<file path="src/rtl/mem_stage.sv">
`default_nettype none
// ============================================================================
// Module   : mem_stage
// Purpose  : Memory-access pipeline stage between EXE and WB. Latches the
//            EXE result, waits for the data-SRAM response of an issued
//            load/store, extracts and extends load data, and passes the
//            result to WB over a valid/allowin handshake. SRAM responses
//            orphaned by a WB flush are counted and silently dropped. Also
//            drives the ID forwarding / load-use stall bus.
// Ports    :
//   clk_i, resetn_i            clock, asynchronous active-low reset
//   es_to_ms_valid_i           EXE offers an instruction
//   ms_allowin_o               stage can accept from EXE this cycle
//   es_payload_i               sideband fields carried through unmodified
//   es_mem_req_i               instruction has an accepted SRAM request
//   es_load_op_i/_uns_i        load size (00 none,01 b,10 h,11 w), zero-ext
//   es_addr_lo_i               data address bits [1:0]
//   es_alu_result_i            non-load writeback value
//   es_gr_we_i, es_dest_i      GPR write enable / destination
//   data_sram_data_ok_i/_rdata_i  in-order SRAM response
//   flush_i                    WB exception / ertn / refetch
//   ws_allowin_i               WB can accept
//   ms_to_ws_*_o               registered instruction + final result to WB
//   ms_fwd_*_o                 forwarding bus toward ID
// Revision : 1.0 - initial release
// ============================================================================
module mem_stage #(
  parameter int PAYLOAD_W = 180,
  parameter int DISC_W    = 2
) (
  input  logic                 clk_i,
  input  logic                 resetn_i,
  input  logic                 es_to_ms_valid_i,
  output logic                 ms_allowin_o,
  input  logic [PAYLOAD_W-1:0] es_payload_i,
  input  logic                 es_mem_req_i,
  input  logic [1:0]           es_load_op_i,
  input  logic                 es_load_uns_i,
  input  logic [1:0]           es_addr_lo_i,
  input  logic [31:0]          es_alu_result_i,
  input  logic                 es_gr_we_i,
  input  logic [4:0]           es_dest_i,
  input  logic                 data_sram_data_ok_i,
  input  logic [31:0]          data_sram_rdata_i,
  input  logic                 flush_i,
  input  logic                 ws_allowin_i,
  output logic                 ms_to_ws_valid_o,
  output logic [PAYLOAD_W-1:0] ms_to_ws_payload_o,
  output logic [31:0]          ms_to_ws_result_o,
  output logic                 ms_to_ws_gr_we_o,
  output logic [4:0]           ms_to_ws_dest_o,
  output logic                 ms_fwd_valid_o,
  output logic                 ms_fwd_block_o,
  output logic [4:0]           ms_fwd_dest_o,
  output logic [31:0]          ms_fwd_data_o
);

  // One guard bit for the decrement and one for the double increment.
  localparam int c_SUM_W = DISC_W + 2;
  localparam logic [c_SUM_W-1:0] c_DISC_MAX = c_SUM_W'((1 << DISC_W) - 1);

  logic                 ms_valid_q, ms_valid_d;
  logic [PAYLOAD_W-1:0] payload_q;
  logic                 mem_req_q;
  logic [1:0]           load_op_q;
  logic                 load_uns_q;
  logic [1:0]           addr_lo_q;
  logic [31:0]          alu_result_q;
  logic                 gr_we_q;
  logic [4:0]           dest_q;
  logic [31:0]          data_buf_q, data_buf_d;
  logic                 data_buf_vld_q, data_buf_vld_d;
  logic [DISC_W-1:0]    disc_cnt_q, disc_cnt_d;

  logic                 w_disc_zero;
  logic                 w_rsp_take;
  logic                 w_rsp_drop;
  logic                 w_ready_go;
  logic                 w_allowin;
  logic                 w_accept;
  logic                 w_capture;
  logic                 w_pend_self;
  logic                 w_pend_exe;
  logic [c_SUM_W-1:0]   w_disc_sum;
  logic [31:0]          w_word;
  logic [7:0]           w_byte;
  logic [15:0]          w_half;
  logic [31:0]          w_result;

  // Responses arrive in order, so while older orphans are outstanding the
  // head response is never ours; once the count is zero it always is.
  assign w_disc_zero = (disc_cnt_q == '0);
  assign w_rsp_take  = data_sram_data_ok_i & w_disc_zero;
  assign w_rsp_drop  = data_sram_data_ok_i & ~w_disc_zero;

  assign w_ready_go  = ~mem_req_q | data_buf_vld_q | w_rsp_take;
  assign w_allowin   = ~ms_valid_q | (w_ready_go & ws_allowin_i);
  assign w_accept    = es_to_ms_valid_i & w_allowin & ~flush_i;
  assign w_capture   = w_rsp_take & ms_valid_q & mem_req_q & ~data_buf_vld_q;

  // Requests that will still produce a response after a flush kills them:
  // our own unanswered one, and the one EXE already issued.
  assign w_pend_self = ms_valid_q & mem_req_q & ~data_buf_vld_q & ~w_rsp_take;
  assign w_pend_exe  = es_to_ms_valid_i & es_mem_req_i;

  always_comb begin
    w_disc_sum = c_SUM_W'(disc_cnt_q) - c_SUM_W'(w_rsp_drop);
    if (flush_i) begin
      w_disc_sum = w_disc_sum + c_SUM_W'(w_pend_self) + c_SUM_W'(w_pend_exe);
    end
    disc_cnt_d = w_disc_sum[DISC_W-1:0];
  end

  always_comb begin
    ms_valid_d = ms_valid_q;
    if (flush_i) begin
      ms_valid_d = 1'b0;
    end else if (w_allowin) begin
      ms_valid_d = es_to_ms_valid_i;
    end
  end

  always_comb begin
    data_buf_d     = data_buf_q;
    data_buf_vld_d = data_buf_vld_q;
    if (w_capture) begin
      data_buf_d     = data_sram_rdata_i;
      data_buf_vld_d = 1'b1;
    end
    if (w_accept) begin
      data_buf_vld_d = 1'b0;
    end
  end

  // Held data wins; otherwise the live response is bypassed straight to WB.
  always_comb begin
    w_word = data_buf_vld_q ? data_buf_q : data_sram_rdata_i;
    case (addr_lo_q)
      2'd0:    w_byte = w_word[7:0];
      2'd1:    w_byte = w_word[15:8];
      2'd2:    w_byte = w_word[23:16];
      default: w_byte = w_word[31:24];
    endcase
    w_half = addr_lo_q[1] ? w_word[31:16] : w_word[15:0];
    case (load_op_q)
      2'b01:   w_result = {{24{w_byte[7] & ~load_uns_q}}, w_byte};
      2'b10:   w_result = {{16{w_half[15] & ~load_uns_q}}, w_half};
      2'b11:   w_result = w_word;
      default: w_result = alu_result_q;
    endcase
  end

  always_ff @(posedge clk_i or negedge resetn_i) begin
    if (!resetn_i) begin
      ms_valid_q     <= 1'b0;
      payload_q      <= '0;
      mem_req_q      <= 1'b0;
      load_op_q      <= 2'b00;
      load_uns_q     <= 1'b0;
      addr_lo_q      <= 2'b00;
      alu_result_q   <= 32'd0;
      gr_we_q        <= 1'b0;
      dest_q         <= 5'd0;
      data_buf_q     <= 32'd0;
      data_buf_vld_q <= 1'b0;
      disc_cnt_q     <= '0;
    end else begin
      ms_valid_q     <= ms_valid_d;
      data_buf_q     <= data_buf_d;
      data_buf_vld_q <= data_buf_vld_d;
      disc_cnt_q     <= disc_cnt_d;
      if (w_accept) begin
        payload_q    <= es_payload_i;
        mem_req_q    <= es_mem_req_i;
        load_op_q    <= es_load_op_i;
        load_uns_q   <= es_load_uns_i;
        addr_lo_q    <= es_addr_lo_i;
        alu_result_q <= es_alu_result_i;
        gr_we_q      <= es_gr_we_i;
        dest_q       <= es_dest_i;
      end
    end
  end

  // More orphans than the counter can hold means the pipeline issued
  // requests it should not have; flag it rather than silently wrap.
  a_disc_no_overflow: assert property (
    @(posedge clk_i) disable iff (!resetn_i) w_disc_sum <= c_DISC_MAX
  );

  assign ms_allowin_o       = w_allowin;
  assign ms_to_ws_valid_o   = ms_valid_q & w_ready_go & ~flush_i;
  assign ms_to_ws_payload_o = payload_q;
  assign ms_to_ws_result_o  = w_result;
  assign ms_to_ws_gr_we_o   = gr_we_q;
  assign ms_to_ws_dest_o    = dest_q;
  assign ms_fwd_valid_o     = ms_valid_q & gr_we_q & (dest_q != 5'd0);
  assign ms_fwd_block_o     = ms_valid_q & gr_we_q & (load_op_q != 2'b00) & ~w_ready_go;
  assign ms_fwd_dest_o      = dest_q;
  assign ms_fwd_data_o      = w_result;

endmodule
`default_nettype wire

</file>
<file path="config.mk">
export PLATFORM = sky130hd
export DESIGN_NAME = mem_stage
export DESIGN_NICKNAME = d
export VERILOG_FILES = /design/src/rtl/mem_stage.sv
export SDC_FILE = /design/constraint.sdc
export NUM_CORES = 1
export LEC_CHECK = 0
export CORE_AREA = 8 8 198 200
export CTS_BUF_LIST = sky130_fd_sc_hd__clkbuf_4 sky130_fd_sc_hd__clkbuf_8
export DETAILED_ROUTE_END_ITERATION = 8
export DIE_AREA = 0 0 206 208
export PLACE_DENSITY_LB_ADDON = 0.12
export SYNTH_ARGS = -nofsm -noshare
export SYNTH_HDL_FRONTEND = slang
export SYNTH_SLANG_ARGS = --single-unit
</file>
<file path="constraint.sdc">
create_clock -name clk_i -period 2 [get_ports clk_i]
set_input_delay 0.4 -clock clk_i [delete_from_list [all_inputs] [get_ports clk_i]]
set_output_delay 0.4 -clock clk_i [all_outputs]
set_load 0.01 [all_outputs]
</file>
==> impl_summary.txt <==
----------------------------------------------------
[Outcome]
  Run status ... finished, violations left
  Violations in the final reports ... setup timing

[Synthesis]
  Cell area after technology mapping ... 11600 um2
  Post-synthesis async set-or-reset flop share ... 100%
  Number of synthesized flops with an enable pin ... 0
  FF+latch count, synth ... 260
  Nets in the synthesized netlist ... 1084
  Largest area contributor in the synthesized netlist ... sky130_fd_sc_hd__dfrtp_1
  Mean instance size in the synthesized netlist ... 14.1 um2
  Share of Yosys cell area claimed by the top area cell type ... 56.1%
  Predominant post-synthesis flop cell ... sky130_fd_sc_hd__dfrtp_1
  Ranking of synthesized cells by area ... sky130_fd_sc_hd__dfrtp_1, sky130_fd_sc_hd__mux2_2, sky130_fd_sc_hd__buf_4, sky130_fd_sc_hd__mux2i_1, sky130_fd_sc_hd__mux4_2
  Sequential-to-total area share from yosys stat ... 56.1%
  Number of distinct standard cells referenced by the synthesized netlist ... 43
  Ys Warns ... 0
  Number of instances in the synthesized netlist ... 820

[Pwr]
  Internal power summed over all cells ... 14.7 mW
  Share of total power consumed by net switching ... 30.8%
  Worst-case vdd ir drop ... 684 uV
  Leakage power total ... 8.25 nW
  Sequential fraction of design power ... 34.2%
  Share of total power in the clock network ... 26.6%
  Power per Cell Area ... 1100 nW/um2
  Combinational Power Share ... 39.2%
  Switching pwr ... 6.56 mW

[GRT]
  Global-route wire length before repair ... 66.6 mm
  Number of antenna violations at the first check in global routing ... 10
  Overall routing resource usage ... 20.8%
  Pin count of the biggest net entering global routing ... 58
  Total congestion overflow after global routing ... 0
  Vias in the first global route ... 10100

[Floorplan]
  Floorplan row count ... 70
  Initial cell density of the core ... 32.1%
  Die boundary height ... 208 um
  Placeable core area ... 36100 um2
  Die Area ... 42800 um2
  Overall die width ... 206 um
  Top Ports ... 521

[Layout]
  Share of final-layout standard cells stronger than drive strength 1 ... 39.9%
  Total non-filler cell area in the finished layout ... 19400 um2
  Final Instance Count excl. Fillers ... 1935
  Area growth from synthesis to final layout ... 67.3%
  Count of nets after finishing ... 1690
  Layout Utilization ... 53.8%

[Placement]
  Placed Instance Area ... 17800 um2
  Placed cell count ... 1810
  Count of port buffers added during placement ... 520
  Routability congestion estimate ... 0.818
  HPWL after DPL ... 34.3 mm

[Drt]
  Routed wire length ... 45.5 mm
  Number of optimization iterations in the first detailed-route pass ... 4
  Remaining antenna violation count ... 0
  Detail-routed net length per standard cell ... 23.5 um
  DR DRC count ... 0
  Vias per Instance ... 4.69
  Via total after detailed routing ... 9069
  Number of DRC violations after detailed-routing iteration 0 ... 312

[Critical path]
  Sort of element at the end of the critical path ... output pin
  Capturing element of the worst setup path ... ms_to_ws_result_o[30]
  Launching instance or port of the critical path ... data_buf_vld_q$_DFFE_PN0P_
  Reg-to-Reg End ... alu_result_q[8]$_DFFE_PN0P_
  Required time reported for the critical path endpoint ... 1600 ps
  Register-to-Register Setup Slack ... -390 ps
  Critical register-to-register path startpoint ... data_buf_vld_q$_DFFE_PN0P_
  Crit start category ... flop
  Length in cells of the worst reg-to-reg path ... 10
  Data arrival time of the worst path ... 2600 ps
  Class of the most critical setup path ... reg -> out
  Max Fanout on Critical Path ... 7

[Timing]
  Final TNS setup ... -131110 ps
  Clock period minus worst slack ... 3000 ps
  Final number of setup-violating endpoints ... 299
  Fmax ... 0.333 GHz
  Final period util ... 150%
  Count of pins over their slew limit ... 0
  Final Hold Viols ... 0
  Slew of the pin with the lowest slew margin ... 440 ps
  Final worst setup slack ... -1000 ps
  Clock skew ... 14.1 ps
  Worst max-slew margin expressed relative to the limit ... 70.6%
  Unrepaired setup endpoints after global routing ... yes

[CTS]
  H-tree levels ... 2
  CTS Root Cell ... sky130_fd_sc_hd__clkbuf_8
  Clock transition time at the flip-flop clock pins of the worst setup and hold paths ... 60 ps
  Clk Latency, worst-skew pair ... 600 ps
  Number of buffers on the longest clock path ... 3
  Total CTS buffers ... 49
  Clock sink count ... 260
  CTS tree ... built

[Hold path]
  Worst Hold Class ... in -> async

[Job]
  Max-cap violations ... 0

----------------------------------------------------
## synth_stat cells, types with 9 or more instances
cell type	number
sky130_fd_sc_hd__buf_4	52
sky130_fd_sc_hd__nand2_1	10
sky130_fd_sc_hd__buf_6	9
sky130_fd_sc_hd__nor2_1	31
sky130_fd_sc_hd__inv_1	15
sky130_fd_sc_hd__o22a_1	10
sky130_fd_sc_hd__clkbuf_1	16
sky130_fd_sc_hd__dfrtp_1	260
sky130_fd_sc_hd__a21oi_1	19
sky130_fd_sc_hd__mux2i_1	22
sky130_fd_sc_hd__buf_2	12
sky130_fd_sc_hd__mux2_1	9
sky130_fd_sc_hd__mux2_2	261
sky130_fd_sc_hd__o21ai_0	16
sky130_fd_sc_hd__nand2b_1	11
sky130_fd_sc_hd__a211o_1	10
## sequential cells by signal, summed over array words and instances, names as in the netlist, 2 cells and up
signal              flops
ms_to_ws_payload_o    180
data_buf_q             32
alu_result_q           32
addr_lo_q               2
disc_cnt_q              2
ms_fwd_dest_o           5
load_op_q               2
## per-stage QoR
stage	hold slack [ps]	setup WS [ps]	total power, mW
after global placement	307	-1020	15.5
after floorplan	104	-226	11.1
after global routing	262	-1130	22.5
final	275	-1000	21.3
after detailed placement	304	-1060	15.6
after CTS	215	-1080	21.5
## routing by layer
layer	wire, um	track usage [%]	vias to the layer above
met5	84	0	-
met4	838	6.73	12
met3	4630	8.84	66
met2	23700	36.3	341
met1	16200	22.3	4531
li1	-	-	4119
## worst max-delay path, cell delays in order (launching register included)
cell and delay, ps:
sky130_fd_sc_hd__dfrtp_2 450, sky130_fd_sc_hd__buf_6 130, sky130_fd_sc_hd__mux2_4 300, sky130_fd_sc_hd__o21ai_2 130, sky130_fd_sc_hd__buf_6 130, sky130_fd_sc_hd__a211oi_4 60, sky130_fd_sc_hd__buf_12 150, sky130_fd_sc_hd__buf_6 120
sky130_fd_sc_hd__buf_6 120, sky130_fd_sc_hd__a211o_1 260, sky130_fd_sc_hd__buf_2 150
## cell usage in the layout (no fill, tap or decap), types with 3 or more instances in the layout
| cell type | instances |
|---|---|
| sky130_fd_sc_hd__o21ai_0 | 14 |
| sky130_fd_sc_hd__a21o_1 | 3 |
| sky130_fd_sc_hd__dfrtp_1 | 258 |
| sky130_fd_sc_hd__o22ai_1 | 3 |
| sky130_fd_sc_hd__buf_4 | 73 |
| sky130_fd_sc_hd__buf_6 | 35 |
| sky130_fd_sc_hd__mux4_2 | 7 |
| sky130_fd_sc_hd__nor2_1 | 30 |
| sky130_fd_sc_hd__mux2i_2 | 5 |
| sky130_fd_sc_hd__a311o_1 | 5 |
| sky130_fd_sc_hd__bufbuf_16 | 4 |
| sky130_fd_sc_hd__o221ai_2 | 3 |
| sky130_fd_sc_hd__buf_12 | 20 |
| sky130_fd_sc_hd__buf_16 | 7 |
| sky130_fd_sc_hd__mux2_2 | 255 |
| sky130_fd_sc_hd__mux2_1 | 9 |
| sky130_fd_sc_hd__clkinv_2 | 8 |
| sky130_fd_sc_hd__inv_1 | 15 |
| sky130_fd_sc_hd__nand2_1 | 10 |
| sky130_fd_sc_hd__clkbuf_4 | 9 |
| sky130_fd_sc_hd__a21oi_1 | 13 |
| sky130_fd_sc_hd__nor2b_1 | 3 |
| sky130_fd_sc_hd__a21oi_2 | 6 |
| sky130_fd_sc_hd__clkdlybuf4s50_1 | 450 |
| sky130_fd_sc_hd__mux2_4 | 6 |
| sky130_fd_sc_hd__a2bb2oi_4 | 4 |
| sky130_fd_sc_hd__diode_2 | 5 |
| sky130_fd_sc_hd__clkbuf_8 | 68 |
| sky130_fd_sc_hd__buf_2 | 49 |
| sky130_fd_sc_hd__nand2b_1 | 10 |
| sky130_fd_sc_hd__mux2i_1 | 17 |
| sky130_fd_sc_hd__o22a_1 | 10 |
| sky130_fd_sc_hd__or2_2 | 3 |
| sky130_fd_sc_hd__a211o_1 | 10 |
## power groups by stage
stage | logic, mW | clock network [mW] | registers, mW
3_5_place_dp | 8.27 | 0 | 7.34
2_1_floorplan | 3.47 | 0 | 7.64
3_3_place_gp | 8.22 | 0 | 7.29
6_report | 8.36 | 5.68 | 7.28
4_1_cts | 8.33 | 5.91 | 7.29
5_1_grt | 8.90 | 6.13 | 7.47
## layout make-up
class / instances / area (um2)
Clock inverter: 10 / 77.6
Fill cell: 3226 / 16700
Multi-Input combinational cell: 457 / 4680
Tap cell: 468 / 586
Clock buffer: 77 / 1000
Timing Repair Buffer: 643 / 6480
Sequential cell: 260 / 6510
Inverter: 15 / 56.3
Antenna cell: 5 / 12.5
## timing repair
item,CTS,global route
endpoints found under the hold margin,77,0
setup buffers,23,3
pin swaps,24,10
gates resized for setup,328,30
endpoints found under the setup margin,329,348
cloned,9,0
hold buffers,1,0
## worst min path at each step
stage                         from                                   to  slack, ps  cells past startpoint
final                     resetn_i  ms_to_ws_payload_o[170]$_DFFE_PN0P_        270                      2
after global placement    resetn_i  ms_to_ws_payload_o[151]$_DFFE_PN0P_        310                      1
after detailed placement  resetn_i  ms_to_ws_payload_o[151]$_DFFE_PN0P_        300                      1
after global routing      resetn_i  ms_to_ws_payload_o[170]$_DFFE_PN0P_        260                      2
after floorplan           resetn_i             addr_lo_q[0]$_DFFE_PN0P_        100                      0
after CTS                 resetn_i  ms_to_ws_payload_o[170]$_DFFE_PN0P_        210                      2
## cell families after synthesis
group / share of synthesized area, %
AO/OA/AOI/OAI: 5.26
XOR/XNOR: 0.151
adder cells (fa/ha/maj): 0.281
buffers and inverters: 5.76
flip-flops: 56.1
multiplexers: 29.5
AND/OR/NAND/NOR: 2.95
Power figures use the tool's default switching activity.
